[config.mk]
export PLATFORM = sky130hd
export DESIGN_NAME = add_top
export DESIGN_NICKNAME = d
export VERILOG_FILES = /design/src/rtl/add_top.sv
export SDC_FILE = /design/constraint.sdc
export NUM_CORES = 1
export LEC_CHECK = 0
export ABC_AREA = 1
export BUFFER_PORTS_ARGS = -buffer_cell sky130_fd_sc_hd__buf_2
export CORE_AREA = 2 2 39 41
export DETAILED_ROUTE_END_ITERATION = 10
export DIE_AREA = 0 0 41 43
export GPL_ROUTABILITY_DRIVEN = 0
export HOLD_SLACK_MARGIN = 0.15
export PLACE_DENSITY = 0.7
export SLEW_MARGIN = 5
export SYNTH_ARGS = -nofsm -noshare
export SYNTH_HDL_FRONTEND = slang
export SYNTH_SLANG_ARGS = --single-unit
[constraint.sdc]
create_clock -name clk -period 3.15 [get_ports clk]
set_clock_uncertainty 0.15 [all_clocks]
set_input_delay 0 -clock clk [delete_from_list [all_inputs] [get_ports clk]]
set_output_delay 0 -clock clk [all_outputs]
set_load 0.01 [all_outputs]
[src/rtl/add_top.sv]
// Ripple-carry two's-complement adder with carry-in, signed overflow and carry-out.
// Combinational result path plus a one-cycle registered copy for pipelined consumers.
module add_top #(
   parameter int unsigned WIDTH = 6
) (
   input  logic             clk,
   input  logic             rst_n,
   input  logic             cin,
   input  logic [WIDTH-1:0] a,
   input  logic [WIDTH-1:0] b,
   output logic [WIDTH-1:0] out,
   output logic             overflow,
   output logic             cout,
   output logic [WIDTH-1:0] out_q,
   output logic             overflow_q,
   output logic             cout_q
);

   logic [WIDTH:0]   carry;
   logic [WIDTH-1:0] sum;

   // Full-adder chain; carry[i] enters bit i, carry[WIDTH] leaves the MSB.
   always_comb begin
      carry    = '0;
      sum      = '0;
      carry[0] = cin;
      for (int unsigned i = 0; i < WIDTH; i++) begin
         sum[i]     = a[i] ^ b[i] ^ carry[i];
         carry[i+1] = (a[i] & b[i]) | ((a[i] ^ b[i]) & carry[i]);
      end
   end

   // Signed overflow: carry into the sign bit differs from carry out of it.
   assign out      = sum;
   assign cout     = carry[WIDTH];
   assign overflow = carry[WIDTH] ^ carry[WIDTH-1];

   always_ff @(posedge clk or negedge rst_n) begin
      if (!rst_n) begin
         out_q      <= '0;
         overflow_q <= 1'b0;
         cout_q     <= 1'b0;
      end else begin
         out_q      <= out;
         overflow_q <= overflow;
         cout_q     <= cout;
      end
   end

endmodule

==> impl_results.md <==
- Outcome: finished, final reports clean
- Antenna cells: 0
- Top achievable clock speed: 334.7 MHz
- Detailed Place HPWL: 636 µm
- Clock share of power: 22.6%
- Met2 WL post-DR: 584 µm
- Critical path capture point type: output pin
- Worst Setup Path Type: in -> out
- Multi-input logic area: 136.4 µm²
- Global-route wire length before repair: 1.359 mm
- Initial antenna violation count: 0
- Net Sw Power: 0.09330 mW
- Global route overflow: 0
- I/O Buffers: 30
- Fin worst setup slack: 162.2 ps
- Core area: 0.001384 mm²
- Register Area: 200.2 µm²
- Largest net degree at the start of global routing: 9
- Routed Antenna Nets: 0
- Final period util: 94.85%
- Total of max-cap violations: 0
- CTS buffer count: 3
- CTS tree: yes
- Fin util: 51.09%
- Nets: 97
- Clock net sink count: 8
- Die height: 43 µm
- VDD IR-drop max: 0.1766 mV
- Sw Share: 28.99%
- Slew of the pin with the lowest slew margin: 336.8 ps
- # fillers: 119
- WL final: 909 µm
- Worst setup SP type: primary input
- Warnings from Yosys: 0
- Fin crit period: 2988 ps
- Setup_tns: 0 ps
- Die X: 41 µm
- Worst Path Arrival: 2840 ps
- Post-Place Worst Slack: 333.0 ps
- Share of cells above drive strength 1: 50.00%
- Internal power: 0.2285 mW
- H-tree depth: 1
- Post-synthesis net count: 48
- Max layer used: met4
- Initial drt markers: 1
- Endpoints failing hold: 0
- Initial Utilization: 26.67%
- Vias in the first global route: 380
- CTS Buffer Depth: 2
- Synthesized area: 369.1 µm²
- Post-Syn Instances: 27
- M1 WL: 248 µm
- Worst-path maximum fanout: 2
- Sequential power share: 38.4%
- WP data required: 3000 ps
- Endpoints failing setup: 0
- IO Count: 31
- Wire length on met3: 64 µm
- Worst hold path class: in -> out
- Leakage: 0.3863 nW
- Syn-to-layout area delta: 91.53%
- Slew Limit Fails: 0
- Wirelength per Cell: 10.10 µm
- Vias/cell: 4.044
- Drt drc: 0
- Sequential area share after synthesis: 54.24%
- Via count: 364
- Mean Syn Cell Area: 13.67 µm²
- Yosys reg bits: 8
- Slew headroom: 77.47%
- Overall global routing resource usage: 11.25%
- TritonRoute pass-1 iters: 2
- Rows: 14
- Combinational Power Share: 39.0%
- Pwr Density: 455.2 mW/mm²
- Full die area: 0.001763 mm²
- Unrepaired setup endpoints after global routing: no
- Synth cell types: 5
- Root buffer cell: clkbuf_4
kinds of logic after synthesis:
group	share of synthesized area [%]
flops	54.24
fa+ha+maj	32.54
simple gates	3.051
buf+inv	10.17
synth_stat cells, drive strengths merged:
cell type	number	area [µm²]
inv	10	37.53
fa	6	120.1
nand2	3	11.26
dfrtp	8	200.2
flip-flops by register name, summed over array words and instances, names as in the netlist:
signal,count
overflow_q,1
out_q,6
cout_q,1
worst max-delay path, stage by stage:
cell	delay (ps)
dlygate4sd3_1	540
buf_2	130
fa_1	400
fa_1	390
fa_2	350
fa_2	360
inv_2	70
fa_1	410
inv_1	70
buf_2	120
placed cells by master, fill, tap and decap left out:
cell	instances
buf_2	30
clkbuf_4	3
dfrtp_1	8
dlygate4sd3_1	14
fa_1	4
fa_2	2
inv_1	8
inv_2	2
nand2_1	3
layout make-up:
type | instances | share of cell area (%)
clock buffer | 3 | 3.186
inverter | 10 | 5.310
multi-input combinational | 9 | 19.29
sequential | 8 | 28.32
tap | 16 | 2.832
timing repair buffer | 44 | 41.06
per-stage QoR:
step / hold WS [ps] / cells / total power, mW / instance area (µm²)
final: 268.2 / 90 / 0.3218 / 706.9
after global routing: 299.0 / 90 / 0.3414 / 706.9
after CTS: 251.0 / 90 / 0.3214 / 701.9
after detailed placement: -308.3 / 73 / 0.2235 / 539.3
after global placement: -310.5 / 73 / 0.2199 / 539.3
after floorplan: -445.6 / 27 / 0.1737 / 369.1
per-layer routing:
layer	vias to the layer above	global-route usage, %
li1	167	-
met1	176	10.58
met2	19	20.94
met3	2	0.5236
met4	0	7.333
met5	-	0
power groups by stage:
stage          clock [mW]  sequential (mW)  combinational, mW
4_1_cts            0.0755            0.124              0.122
5_1_grt            0.0786            0.125              0.138
3_5_place_dp            0            0.126             0.0979
6_report           0.0726            0.124              0.126
2_1_floorplan           0            0.137             0.0372
3_3_place_gp            0            0.125             0.0946
final timing paths:
| kind | start | endpoint | slack, ps | cells after the start |
|---|---|---|---|---|
| max | b[1] | out[5] | 160 | 10 |
| min | a[2] | out[2] | 270 | 3 |
| max in group asynchronous | rst_n | overflow_q$_DFF_PN0_ | 2030 | 3 |
| min in group asynchronous | rst_n | out_q[0]$_DFF_PN0_ | 570 | 3 |
repair_timing:
action                                  4_1_cts  5_1_grt
resized for setup                             0        3
endpoints found under the setup margin        0        2
hold endpoints to repair                     16        0
setup buffers                                 0        0
hold buffers                                 14        0
(Power assumes the default switching activity.)
